===== config.mk =====
export PLATFORM = sky130hd
export DESIGN_NAME = mem_stage_lsu
export DESIGN_NICKNAME = d
export VERILOG_FILES = /design/src/rtl/mem_stage_lsu_pkg.sv /design/src/rtl/mem_stage_lsu_load_align.sv /design/src/rtl/mem_stage_lsu.sv
export SDC_FILE = /design/constraint.sdc
export NUM_CORES = 1
export LEC_CHECK = 0
export ABC_AREA = 1
export BUFFER_PORTS_ARGS = -buffer_cell sky130_fd_sc_hd__buf_2
export CORE_UTILIZATION = 52
export DETAILED_ROUTE_END_ITERATION = 8
export PLACE_DENSITY = 0.87
export SLEW_MARGIN = 10
export SYNTH_ARGS = -nofsm -noshare
export SYNTH_HDL_FRONTEND = slang
export SYNTH_SLANG_ARGS = --single-unit

===== constraint.sdc =====
create_clock -name clk -period 3.4 [get_ports clk]
set_clock_uncertainty 0.2 [all_clocks]
set_input_delay 0.17 -clock clk [delete_from_list [all_inputs] [get_ports clk]]
set_output_delay 0.17 -clock clk [all_outputs]
set_load 0.02 [all_outputs]

===== src/rtl/mem_stage_lsu_pkg.sv =====
// Shared definitions for the MEM-stage load/store unit.
//   - funct3 access-size/sign codes
//   - FSM state encoding
//   - access-size and alignment helpers
package mem_stage_lsu_pkg;

   localparam logic [2:0] F3_B  = 3'b000;
   localparam logic [2:0] F3_H  = 3'b001;
   localparam logic [2:0] F3_W  = 3'b010;
   localparam logic [2:0] F3_BU = 3'b100;
   localparam logic [2:0] F3_HU = 3'b101;

   typedef enum logic {
      IDLE   = 1'b0,
      RMW_WR = 1'b1
   } lsuState_t;

   // Byte-sized access (signed or unsigned).
   function automatic logic isByteAccess(input logic [2:0] funct3);
      return (funct3 == F3_B) || (funct3 == F3_BU);
   endfunction

   // Halfword-sized access (signed or unsigned).
   function automatic logic isHalfAccess(input logic [2:0] funct3);
      return (funct3 == F3_H) || (funct3 == F3_HU);
   endfunction

   // Anything that is not a byte or halfword code behaves as a word,
   // including the undefined codes 011, 110 and 111.
   function automatic logic isMisaligned(input logic [2:0] funct3,
                                         input logic [1:0] lowAddr);
      if (isByteAccess(funct3))
         return 1'b0;
      else if (isHalfAccess(funct3))
         return lowAddr[0];
      else
         return (lowAddr != 2'b00);
   endfunction

endpackage


===== src/rtl/mem_stage_lsu_load_align.sv =====
// Load alignment and extension.
//   word    : 32-bit word read from DataRam
//   lowAddr : byte address bits [1:0]
//   funct3  : access size/sign code
//   loadData: selected byte/halfword, sign- or zero-extended; whole word for W
module lsu_load_align
   import mem_stage_lsu_pkg::*;
(
   input  logic [31:0] word,
   input  logic [1:0]  lowAddr,
   input  logic [2:0]  funct3,
   output logic [31:0] loadData
);

   logic [31:0] shifted;

   // Bring the addressed lane down to bit 0; for halfwords lowAddr[0] is 0
   // on every aligned access, so the same shift serves both sizes.
   assign shifted = word >> {lowAddr, 3'b000};

   always_comb begin
      loadData = word;
      case (funct3)
         F3_B:    loadData = {{24{shifted[7]}}, shifted[7:0]};
         F3_BU:   loadData = {24'h000000, shifted[7:0]};
         F3_H:    loadData = {{16{shifted[15]}}, shifted[15:0]};
         F3_HU:   loadData = {16'h0000, shifted[15:0]};
         default: loadData = word;
      endcase
   end

endmodule


===== src/rtl/mem_stage_lsu.sv =====
// MEM-stage load/store unit in front of a word-wide DataRam
// (asynchronous read, write on the clock edge).
//   clk, reset           : clock, asynchronous active-high reset
//   MemRead_mem/...      : EX/MEM register outputs (control, funct3, address, store data)
//   ram_a/ram_d/ram_we   : DataRam word address, write data, write enable
//   ram_spo              : DataRam asynchronous read data
//   MemDout_mem          : extended load result to MEM/WB
//   MemStall             : holds PC..EX/MEM during the first cycle of a sub-word store
//   misalign_err/_addr   : sticky record of the first misaligned access
//   err_clr              : synchronous clear of the sticky record
// Sub-word stores read the old word in IDLE, merge the new lanes into
// mergeReg, and write the merged word from RMW_WR on the following cycle.
module mem_stage_lsu
   import mem_stage_lsu_pkg::*;
#(
   parameter int ADDR_W = 6
) (
   input  logic              clk,
   input  logic              reset,
   input  logic              MemRead_mem,
   input  logic              MemWrite_mem,
   input  logic [2:0]        funct3_mem,
   input  logic [31:0]       ALUResult_mem,
   input  logic [31:0]       MemWriteData_mem,
   output logic [ADDR_W-1:0] ram_a,
   output logic [31:0]       ram_d,
   output logic              ram_we,
   input  logic [31:0]       ram_spo,
   output logic [31:0]       MemDout_mem,
   output logic              MemStall,
   output logic              misalign_err,
   output logic [31:0]       misalign_addr,
   input  logic              err_clr
);

   lsuState_t         stateReg, stateNext;
   logic [31:0]       mergeReg, mergeNext;
   logic [ADDR_W-1:0] addrReg, addrNext;

   logic              accessValid;
   logic              misaligned;
   logic              subWord;
   logic              byteAccess;
   logic [31:0]       loadData;
   logic [31:0]       storeRep;
   logic [3:0]        laneSel;
   logic [31:0]       mergedWord;
   logic              ramWeRaw;
   logic              stallRaw;

   assign accessValid = MemRead_mem | MemWrite_mem;
   assign byteAccess  = isByteAccess(funct3_mem);
   assign subWord     = byteAccess | isHalfAccess(funct3_mem);
   assign misaligned  = accessValid & isMisaligned(funct3_mem, ALUResult_mem[1:0]);

   lsu_load_align uLoadAlign (
      .word     (ram_spo),
      .lowAddr  (ALUResult_mem[1:0]),
      .funct3   (funct3_mem),
      .loadData (loadData)
   );

   // Replicate the store data across all lanes so each lane just picks
   // between new data and the old RAM byte.
   assign storeRep = byteAccess ? {4{MemWriteData_mem[7:0]}}
                                : {2{MemWriteData_mem[15:0]}};

   genvar gi;
   generate
      for (gi = 0; gi < 4; gi++) begin : g_lane
         assign laneSel[gi] = byteAccess ? (ALUResult_mem[1:0] == 2'(gi))
                                         : (ALUResult_mem[1] == 1'(gi / 2));
         assign mergedWord[8*gi +: 8] = laneSel[gi] ? storeRep[8*gi +: 8]
                                                    : ram_spo[8*gi +: 8];
      end
   endgenerate

   always_comb begin
      stateNext   = stateReg;
      mergeNext   = mergeReg;
      addrNext    = addrReg;
      ram_a       = ALUResult_mem[ADDR_W+1:2];
      ram_d       = MemWriteData_mem;
      ramWeRaw    = 1'b0;
      stallRaw    = 1'b0;
      MemDout_mem = 32'h0;
      case (stateReg)
         IDLE: begin
            if (!accessValid) begin
               MemDout_mem = ram_spo;
            end else if (misaligned) begin
               // Suppressed: no write, no stall, zero result.
               MemDout_mem = 32'h0;
            end else if (MemWrite_mem) begin
               // A store wins over a simultaneous load; result stays zero.
               if (subWord) begin
                  stallRaw  = 1'b1;
                  mergeNext = mergedWord;
                  addrNext  = ALUResult_mem[ADDR_W+1:2];
                  stateNext = RMW_WR;
               end else begin
                  ramWeRaw = 1'b1;
               end
            end else begin
               MemDout_mem = loadData;
            end
         end
         RMW_WR: begin
            ram_a     = addrReg;
            ram_d     = mergeReg;
            ramWeRaw  = 1'b1;
            stateNext = IDLE;
         end
         default: stateNext = IDLE;
      endcase
   end

   // Gate with reset so an in-flight RMW write is abandoned and no stall
   // is requested while reset is held.
   assign ram_we   = ramWeRaw & ~reset;
   assign MemStall = stallRaw & ~reset;

   always_ff @(posedge clk or posedge reset) begin
      if (reset) begin
         stateReg <= IDLE;
         mergeReg <= 32'h0;
         addrReg  <= '0;
      end else begin
         stateReg <= stateNext;
         mergeReg <= mergeNext;
         addrReg  <= addrNext;
      end
   end

   // A fresh misaligned capture takes priority over a same-cycle clear.
   always_ff @(posedge clk or posedge reset) begin
      if (reset) begin
         misalign_err  <= 1'b0;
         misalign_addr <= 32'h0;
      end else if (stateReg == IDLE && misaligned && (!misalign_err || err_clr)) begin
         misalign_err  <= 1'b1;
         misalign_addr <= ALUResult_mem;
      end else if (err_clr) begin
         misalign_err  <= 1'b0;
         misalign_addr <= 32'h0;
      end
   end

endmodule


==> results.md, run 1 <==
- Largest net degree at the start of global routing: 66
- DP Wirelength: 11500 um
- Resized Gates After CTS: 0
- Mean post-synth cell area: 6.672 um2
- Antenna diodes: 0
- Synth Area in XOR/XNOR: 0%
- Max stage delay on crit path: 0.61 ns
- Layout overhead on the synthesized area: 37.94%
- Routed len/inst: 16.10 um
- Most frequent cells in the layout: 208 x buf_2, 203 x nand2_1, 92 x o21ai_0
- Number of port buffers: 208
- DRT iter0 DRCs: 397
- Vias in the first global route: 5360
- Bufs and invs on worst path: 2
- Mux cell area share after synthesis: 0%
- Via count: 5751
- Largest family of logic cells by synthesized area: simple AND/OR/NAND/NOR gates
- Hold Fails Final Rpt: 0
- RSZ-0062 raised after global routing: no
- Fmax: 0.3479 GHz
- Die ar.: 0.009208 mm2
- Slowest cell on the critical path: dfrtp_1
- Worst-path clk slew: 0.08 ns
- Most common cell after layout, fill and taps aside: buf_2
- Period Utilization, post-route: 84.55%
- Outcome: completed
- Worst endpoint required time: 3.49 ns
- Slew HR: 46.57%
- Leading area contributor after synthesis: dfrtp_1
- Critical setup path kind: flip-flop to flip-flop
- Area contributors post-synth: dfrtp_1 39%, nand2_1 17%, o21ai_0 10%
- Nets@finish: 1031
- CTS tree: built
- CTS Sinks: 72
- Final RePlAce weighted congestion: 0.9175
- Synth Area in Compound Gates: 20.82%
- Clk buf depth: 2
- # DRC: 0
- Post-Synth Adder-Cell Area: 0%
- Die height: 95.96 um
- Gr ovfl total: 0
- WHS: 0.01496 ns
- Hold Path Class: primary input to flip-flop
- MaxCap Viol Count: 0
- Multi-input gate area: 0.002272 mm2
- Total leakage power: 3.477 nW
- Post-DR vias/cell: 5.546
- Number of distinct library cells after synthesis: 28
- Area of placed instances: 0.005583 mm2
- CP Cell Sequence: nor3b_1 > nand2_4 > inv_4 > nor2_1 > a21oi_1 > dlygate4sd3_1
- Fillers: 655
- Finished Cell Area: 0.006332 mm2
- Mapped Area: 0.004591 mm2
- Final min period: 2.875 ns
- Clk Latency, worst-skew pair: 0.35 ns
- Initial antenna violation count: 0
- Crit path DAT: 2.96 ns
- GR Util All Layers: 36.58%
- Simple-gate share of the synthesized area: 28.67%
- Worst vdd ir: 225.1 uV
- Share of cells above drive strength 1: 26.50%
- Seq cells post-synth: 72
- Slew Viols, Final: 0
- Setup TNS Final: 0 ns
- Top Ports: 209
- CP delay by family, top: buffers and inverters
- FF+latch area: 0.001802 mm2
- # rows: 33
- Crit path launch type: flip-flop
- Post-CTS Setup Repair Bufs: 0
- First-pass GRT wire length: 25510 um
- Top cell type's share of synthesized area: 39.25%
- Yosys warns: 0
- Core area: 0.008382 mm2
- Initial DRT Pass Iterations: 6
- H-tree lvl count: 3
- DRT antenna net count: 0
- Initial core utilization: 54.77%
- Register area share after synthesis: 39.25%
- Crit-path max FO: 43
- Worst Max-Slew Pin Slew: 0.8006 ns
- Syn nets: 792
- Type of destination of the critical path: flip-flop
- Die width: 95.96 um
- Routed WL: 16700 um
- Root Buffer: clkbuf_8
- Final setup viols: 0
- PD cells: 430.4 mW/mm2
- Total CTS buffers: 9
- Post-Syn Instances: 688
-- routing by layer --
metal,vias to the layer above,routed length (um),global-route usage [%]
met4,0,540,17.41
met3,56,1686,8.373
met5,-,0,0
met2,344,8029,61.19
li1,2696,-,-
met1,2655,6442,44.60
-- tightest hold or removal path, stage by stage --
cell	delay, ns
buf_2	0.13
a21oi_1	0.13
a21oi_1	0.09
-- layout make-up --
type	instances	area share, %
clock inverters	6	1.442
inverters	75	4.485
flip-flops and latches	72	28.45
repair buffers	268	25.65
clock buffers	10	2.015
multi-input cells	501	35.88
well taps	105	2.075
-- cells in the mapped netlist (all sizes together) --
master   number
nand2       209
o21ai       127
inv          75
dfrtp        72
nor2         53
nand3        52
a21oi        49
buf          28
clkbuf       12
o2111ai       5
nand4         2
nor3          1
nor3b         1
o211ai        1
o221ai        1
-- registers in the layout, summed over array words and instances, names as in the netlist --
| name | cells |
|---|---|
| misalign_addr | 32 |
| stateReg | 1 |
| addrReg | 6 |
| misalign_err | 1 |
| mergeReg | 32 |
-- worst paths after layout --
path,startpoint,endpoint,slack (ns),cells past startpoint
worst max-delay path,stateReg,mergeReg[3],0.53,6
worst min-delay path,ram_spo[22],mergeReg[22],0.01,3
worst max register to register,stateReg,mergeReg[3],0.53,6
worst min register to register,mergeReg[12],mergeReg[12],0.29,2
max in group asynchronous,reset,misalign_addr[26],2.06,4
min in group asynchronous,reset,addrReg[3],0.19,3
-- per-stage QoR --
step | setup WS (ns) | utilization [%] | power (mW) | instances
3_3_place_gp | 1.050 | 66.61 | 1.851 | 968
4_1_cts | 0.5993 | 75.55 | 2.704 | 1037
2_1_floorplan | 1.205 | - | 1.598 | 688
6_report | 0.5253 | 75.55 | 2.725 | 1037
5_1_grt | 0.3466 | 75.55 | 2.869 | 1037
3_5_place_dp | 0.8997 | 66.61 | 1.875 | 968
-- cell families after synthesis --
| group | count (synthesis) |
|---|---|
| simple gates | 318 |
| flops | 72 |
| compound gates | 183 |
| buf+inv | 115 |
-- what timing repair did --
| item | CTS | global route |
|---|---|---|
| hold buffers | 53 | 0 |
| setup endpoints to repair | 0 | 0 |
| endpoints found under the hold margin | 72 | 0 |
-- power by group --
part	switching [mW]	total, mW	leakage [nW]	internal (mW)
sequential	0.0875	1.09	0.903	0.999
combinational	0.555	0.873	2.46	0.318
clock	0.347	0.766	0.111	0.419
Note: power is estimated with default switching activity, not from simulation.
==> run 2, diff against run 1 <==
ABC_AREA = 0   (was 1)
CORE_UTILIZATION = 44   (was 52)
PLACE_DENSITY = 0.78   (was 0.87)
clock period = 2.5 ns   (was 3.4 ns; I/O delays follow)
==> results.md, run 2 <==
- Outcome: completed (unchanged)
- Final setup viols: 0 (unchanged)
- CTS tree: built (unchanged)
- CTS Sinks: 72 (unchanged)
- Most used DFF post-synth: dfrtp_1 (unchanged)
- Crit-path max FO: 17 (was 43)
- # DRC: 0 (unchanged)
- Resized Gates After CTS: 0 (unchanged)
- Setup TNS Final: 0 ns (unchanged)
- Layout overhead on the synthesized area: 45.13% (was 37.94%)
- Final min period: 2.262 ns
- Initial DRT Pass Iterations: 6 (unchanged)
- Final WS setup: 0.2383 ns (was 0.5253 ns)
- Final RePlAce weighted congestion: 0.9050 (was 0.9175)
- GR Util All Layers: 27.04% (was 36.58%)
- Post-synth EDFFs: 0 (unchanged)
- Top cell type's share of synthesized area: 38.23% (was 39.25%)
- Hold Path Class: primary input to flip-flop (unchanged)
- First-pass GRT wire length: 23950 um (was 25510 um)
- Root Buffer: clkbuf_8 (unchanged)
- Mapped Area: 0.004713 mm2 (was 0.004591 mm2)
- Clk Latency, worst-skew pair: 0.32 ns (was 0.35 ns)
- Critical setup path kind: primary input to primary output (was flip-flop to flip-flop)
- Initial core utilization: 45.45% (was 54.77%)
- Slew HR: 49.63% (was 46.57%)
- DRT antenna net count: 0 (unchanged)
- Routed WL: 15360 um (was 16700 um)
- Crit path DAT: 1.94 ns (was 2.96 ns)
- Total leakage power: 3.392 nW (was 3.477 nW)
- Largest net degree at the start of global routing: 73 (was 66)
- Share of cells above drive strength 1: 39.42% (was 26.50%)
- Most common cell after layout, fill and taps aside: buf_2 (unchanged)
- H-tree lvl count: 3 (unchanged)
- # placed instances: 845 (was 968)
- Most common cell in the synthesized netlist: nand2_1 (unchanged)
- Fin cells: 935 (was 1037)
- DP Wirelength: 10720 um (was 11500 um)
- MaxCap Viol Count: 0 (unchanged)
- Crit path launch type: primary input (was flip-flop)
- Type of destination of the critical path: primary output (was flip-flop)
- # rows: 37 (was 33)
- Post-CTS Setup Repair Bufs: 0 (unchanged)
- Initial antenna violation count: 0 (unchanged)
- R2r startpoint: stateReg (unchanged)
- Hold Buf Count CTS: 74 (was 53)
- Final core utilization: 65.96% (was 75.55%)
- Reg2Reg Depth: 5 (was 6)
- Nets@finish: 898 (was 1031)
- Reg-to-reg critical path endpoint: mergeReg[11] (was mergeReg[3])
- Hold Path Origin: ram_spo[20] (was ram_spo[22])
- DRT iter0 DRCs: 378 (was 397)
- Leading area contributor after synthesis: dfrtp_1 (unchanged)
- Worst endpoint required time: 2.17 ns (was 3.49 ns)
- Die width: 105.5 um (was 95.96 um)
- Register area share after synthesis: 38.23% (was 39.25%)
- Mean post-synth cell area: 8.944 um2 (was 6.672 um2)
- Worst-path clk slew: 0.08 ns (about the same)
- Worst vdd ir: 432.1 uV (was 225.1 uV)
- Period Utilization, post-route: 90.47%
- Gr ovfl total: 0 (unchanged)
- Clk buf depth: 2 (unchanged)
- Antenna diodes: 0 (unchanged)
- Hold Path End: mergeReg[20] (was mergeReg[22])
- Syn nets: 631 (was 792)
- Via count: 5100 (was 5751)
- Fmax: 0.4421 GHz
- Post-DR vias/cell: 5.455 (was 5.546)
- Pre-CTS setup slack: 0.4910 ns (was 0.8997 ns)
- Flop-to-flop setup slack: 0.64 ns (was 0.53 ns)
- Die ar.: 0.01113 mm2 (was 0.009208 mm2)
- Number of distinct library cells after synthesis: 41 (was 28)
- Fillers: 863 (was 655)
- RSZ-0062 raised after global routing: no (unchanged)
- Post-Syn Instances: 527 (was 688)
- Yosys warns: 0 (unchanged)
- Area contributors post-synth: dfrtp_1 38%, mux2_2 12%, mux2i_1 7.9% (was dfrtp_1 39%, nand2_1 17%, o21ai_0 10%)
- Seq cells post-synth: 72 (unchanged)
- Hold Fails Final Rpt: 0 (unchanged)
- PD cells: 541.1 mW/mm2 (was 430.4 mW/mm2)
- Top cells by count, synth: 95 x nand2_1, 72 x dfrtp_1, 52 x mux2_2 (was 203 x nand2_1, 92 x o21ai_0, 72 x dfrtp_1, 72 x inv_1, 52 x nand3_1)
- Finished Cell Area: 0.006840 mm2 (was 0.006332 mm2)
- Number of port buffers: 208 (unchanged)
- Slew Viols, Final: 0 (unchanged)
- Core area: 0.01037 mm2 (was 0.008382 mm2)
- Routed len/inst: 16.43 um (was 16.10 um)
- Worst Max-Slew Pin Slew: 0.7556 ns (was 0.8006 ns)
- Total CTS buffers: 9 (unchanged)
- Die height: 105.5 um (was 95.96 um)
- Async SR Flop Fraction: 100.0% (unchanged)
- Vias in the first global route: 4968 (was 5360)
- Hold path depth: 3 (unchanged)
- Top Registers: mergeReg (32), misalign_addr (32), addrReg (6) (unchanged)
- Area of placed instances: 0.005872 mm2 (was 0.005583 mm2)
- Most frequent cells in the layout: 208 x buf_2, 95 x nand2_1, 74 x dlygate4sd3_1 (was 208 x buf_2, 203 x nand2_1, 92 x o21ai_0)
- Top Ports: 209 (unchanged)
## run 2: changes by cell type in the layout (fill, tap and decap cells not counted), sizes merged, moves of 44 or more
cell / before / now
mux2: 0 / 52
inv: 77 / 16
nand3: 52 / 1
a21oi: 49 / 5
o21ai: 127 / 71
nand2: 209 / 95
## run 2: where the power goes
part	leakage, nW	internal, mW	switching, mW
clock	0.113	0.595	0.442
sequential	0.913	1.34	0.113
combinational	2.37	0.517	0.691
total	3.39	2.46	1.25
## run 2: final cells by class
type	count	area, um2	share of cell area (%)
Clock buffer	10	137.6	2.012
Clock inverter	6	90.09	1.317
Inverter	14	52.55	0.7682
Multi-Input combinational cell	397	2658	38.85
Sequential cell	72	1803	26.36
Tap cell	136	170.2	2.488
Timing Repair Buffer	300	1929	28.21
## run 2: worst max-delay path by stage
stage | from | to | slack [ns] | depth (start not counted)
after detailed placement | ALUResult_mem[1] | MemDout_mem[7] | 0.49 | 7
after floorplan | reset | addrReg[0] | 0.35 | 1
final | ram_spo[31] | MemDout_mem[15] | 0.24 | 8
after CTS | stateReg | MemStall | 0.22 | 5
after global placement | ALUResult_mem[1] | MemDout_mem[11] | 0.49 | 6
after global routing | stateReg | MemStall | 0.12 | 5
## run 2: cells by family (layout without fill, tap and decap cells)
kind of cell / count (synthesis) / count (layout) / share of synthesized area (%)
AOI/OAI and AO/OA: 134 / 134 / 19.30
buffers and inverters: 58 / 330 / 5.495
DFF: 72 / 72 / 38.23
muxes: 89 / 89 / 20.28
and+or+nand+nor: 174 / 174 / 16.70
## run 2: worst max-delay path, stage by stage
cell	delay, ns
dlygate4sd3_1	0.54
buf_2	0.15
mux2i_1	0.29
o221ai_1	0.17
a21oi_2	0.13
buf_4	0.26
nor3_1	0.09
buf_2	0.17
## run 2: per-stage QoR
stage | hold WS [ns] | power (mW)
final | 0.01244 | 3.702
after global routing | 0.008383 | 3.892
after CTS | 0.0002657 | 3.715
after detailed placement | 0.05805 | 2.572
after global placement | 0.05314 | 2.541
after floorplan | 0.04184 | 2.167
## run 2: per-layer routing
| metal | routed length, um | track usage [%] |
|---|---|---|
| met3 | 1005 | 4.453 |
| met2 | 7685 | 46.43 |
| met1 | 6184 | 33.72 |
| met5 | 0 | 0 |
| met4 | 489 | 11.31 |
==> run 3, diff against run 2 <==
CORE_UTILIZATION = 48   (was 44)
PLACE_DENSITY = 0.81   (was 0.78)
clock period = 2.6 ns   (was 2.5 ns; I/O delays follow)
==> results.md, run 3 (synthesis results as in run 2) <==
- Outcome: finished with violations (was completed)
- Violated checks: hold timing
- Core area: 0.009371 mm2 (was 0.01037 mm2)
- Fmax: 0.4171 GHz
- DRT iter0 DRCs: 225 (was 378)
- Gr ovfl total: 0 (unchanged)
- Fin cells: 927 (was 935)
- Post-CTS Setup Repair Bufs: 0 (unchanged)
- Total CTS buffers: 9 (unchanged)
- # rows: 35 (was 37)
- Nets@finish: 897 (was 898)
- CTS tree: built (unchanged)
- Setup TNS Final: 0 ns (unchanged)
- Top Ports: 209 (unchanged)
- Crit path launch type: flip-flop (was primary input)
- Most frequent cells in the layout: 208 x buf_2, 95 x nand2_1, 74 x dlygate4sd3_1 (unchanged)
- Worst vdd ir: 402.5 uV (was 432.1 uV)
- Initial antenna violation count: 0 (unchanged)
- Slew HR: 47.43% (was 49.63%)
- RSZ-0062 raised after global routing: no (unchanged)
- # DRC: 0 (unchanged)
- Critical setup path kind: flip-flop to primary output (was primary input to primary output)
- Root Buffer: clkbuf_8 (unchanged)
- Routed len/inst: 17.03 um (was 16.43 um)
- Worst-path clk slew: 0.08 ns (about the same)
- Initial DRT Pass Iterations: 4 (was 6)
- Die height: 101.1 um (was 105.5 um)
- Worst Max-Slew Pin Slew: 0.7886 ns (was 0.7556 ns)
- Final min period: 2.398 ns
- # placed instances: 837 (was 845)
- H-tree lvl count: 3 (unchanged)
- Top Registers: mergeReg (32), misalign_addr (32), addrReg (6) (unchanged)
- CTS Sinks: 72 (unchanged)
- Antenna diodes: 0 (unchanged)
- Clk Latency, worst-skew pair: 0.34 ns (was 0.32 ns)
- Largest net degree at the start of global routing: 65 (was 73)
- Slew Viols, Final: 0 (unchanged)
- Crit-path max FO: 24 (was 17)
- DP Wirelength: 10750 um (was 10720 um)
- Final RePlAce weighted congestion: 0.9160 (was 0.9050)
- Initial core utilization: 50.29% (was 45.45%)
- Resized Gates After CTS: 0 (unchanged)
- Hold Fails Final Rpt: 1 (was 0)
- Routed WL: 15790 um (was 15360 um)
- Finished Cell Area: 0.006849 mm2 (was 0.006840 mm2)
- MaxCap Viol Count: 0 (unchanged)
- Period Utilization, post-route: 92.22%
- Total leakage power: 3.393 nW (was 3.392 nW)
- DRT antenna net count: 0 (unchanged)
- Hold Path Class: primary input to flip-flop (unchanged)
- Most common cell after layout, fill and taps aside: buf_2 (unchanged)
- PD cells: 525.1 mW/mm2 (was 541.1 mW/mm2)
- Worst endpoint required time: 2.27 ns (was 2.17 ns)
- Hold Buf Count CTS: 74 (unchanged)
- Post-DR vias/cell: 5.448 (was 5.455)
- Area of placed instances: 0.005881 mm2 (was 0.005872 mm2)
- Clk buf depth: 2 (unchanged)
- Final setup viols: 0 (unchanged)
- Crit path DAT: 2.07 ns (was 1.94 ns)
- Die width: 101.1 um (was 105.5 um)
- Via count: 5050 (was 5100)
- Final core utilization: 73.08% (was 65.96%)
- Share of cells above drive strength 1: 39.35% (was 39.42%)
- Die ar.: 0.01022 mm2 (was 0.01113 mm2)
- GR Util All Layers: 30.70% (was 27.04%)
- Number of port buffers: 208 (unchanged)
- WHS: -0.009823 ns (was 0.01244 ns)
- Layout overhead on the synthesized area: 45.31% (was 45.13%)
- First-pass GRT wire length: 24120 um (was 23950 um)
- Vias in the first global route: 4861 (was 4968)
- Type of destination of the critical path: primary output (unchanged)
[run 3: cell types whose count changed in the layout (fill, tap and decap cells not counted)]
cell	previous run	this run
buf_12	1	3
buf_4	17	14
clkinv_4	0	1
inv_8	0	1
clkbuf_8	10	9
clkinv_2	1	0
clkinvlp_4	1	2
inv_6	2	1
[run 3: per-layer routing]
metal | vias up | global-route usage (%) | routed length [um]
li1 | 2376 | - | -
met1 | 2378 | 36.59 | 6377
met2 | 235 | 52.85 | 7831
met3 | 61 | 6.311 | 942
met4 | 0 | 14.60 | 638
met5 | - | 0 | 0
[run 3: worst max-delay path: stages (launching register included)]
cell,delay (ns)
dfrtp_2,0.55
nor2_1,0.15
nand2_1,0.27
buf_12,0.28
nor3_1,0.25
buf_2,0.21
[run 3: final timing paths]
kind                              start              end  slack, ns  cells after the start
max                            stateReg  MemDout_mem[13]       0.20                      5
min                         ram_spo[18]     mergeReg[18]      -0.01                      3
max reg2reg                    stateReg     mergeReg[12]       0.52                      5
min reg2reg                mergeReg[14]     mergeReg[14]       0.28                      2
max in group asynchronous         reset         stateReg       1.58                      4
min in group asynchronous         reset     mergeReg[31]       0.26                      4
[run 3: through the flow]
stage | total power [mW] | setup WS, ns
2_1_floorplan | 2.084 | 0.4451
3_3_place_gp | 2.441 | 0.4812
3_5_place_dp | 2.478 | 0.4222
4_1_cts | 3.597 | 0.2233
5_1_grt | 3.762 | 0.1167
6_report | 3.596 | 0.2022
[run 3: layout make-up]
cell class | count | area, um2
clock buffer | 9 | 123.9
clock inverter | 7 | 103.9
fill | 699 | 2522
inverter | 14 | 52.55
multi-input combinational | 397 | 2658
sequential | 72 | 1803
tap | 129 | 161.4
timing repair buffer | 299 | 1947
[run 3: power by group]
part | switching, mW | total [mW] | internal (mW)
combinational | 0.673 | 1.18 | 0.503
clock | 0.473 | 1.03 | 0.552
sequential | 0.104 | 1.40 | 1.29
total | 1.25 | 3.60 | 2.35
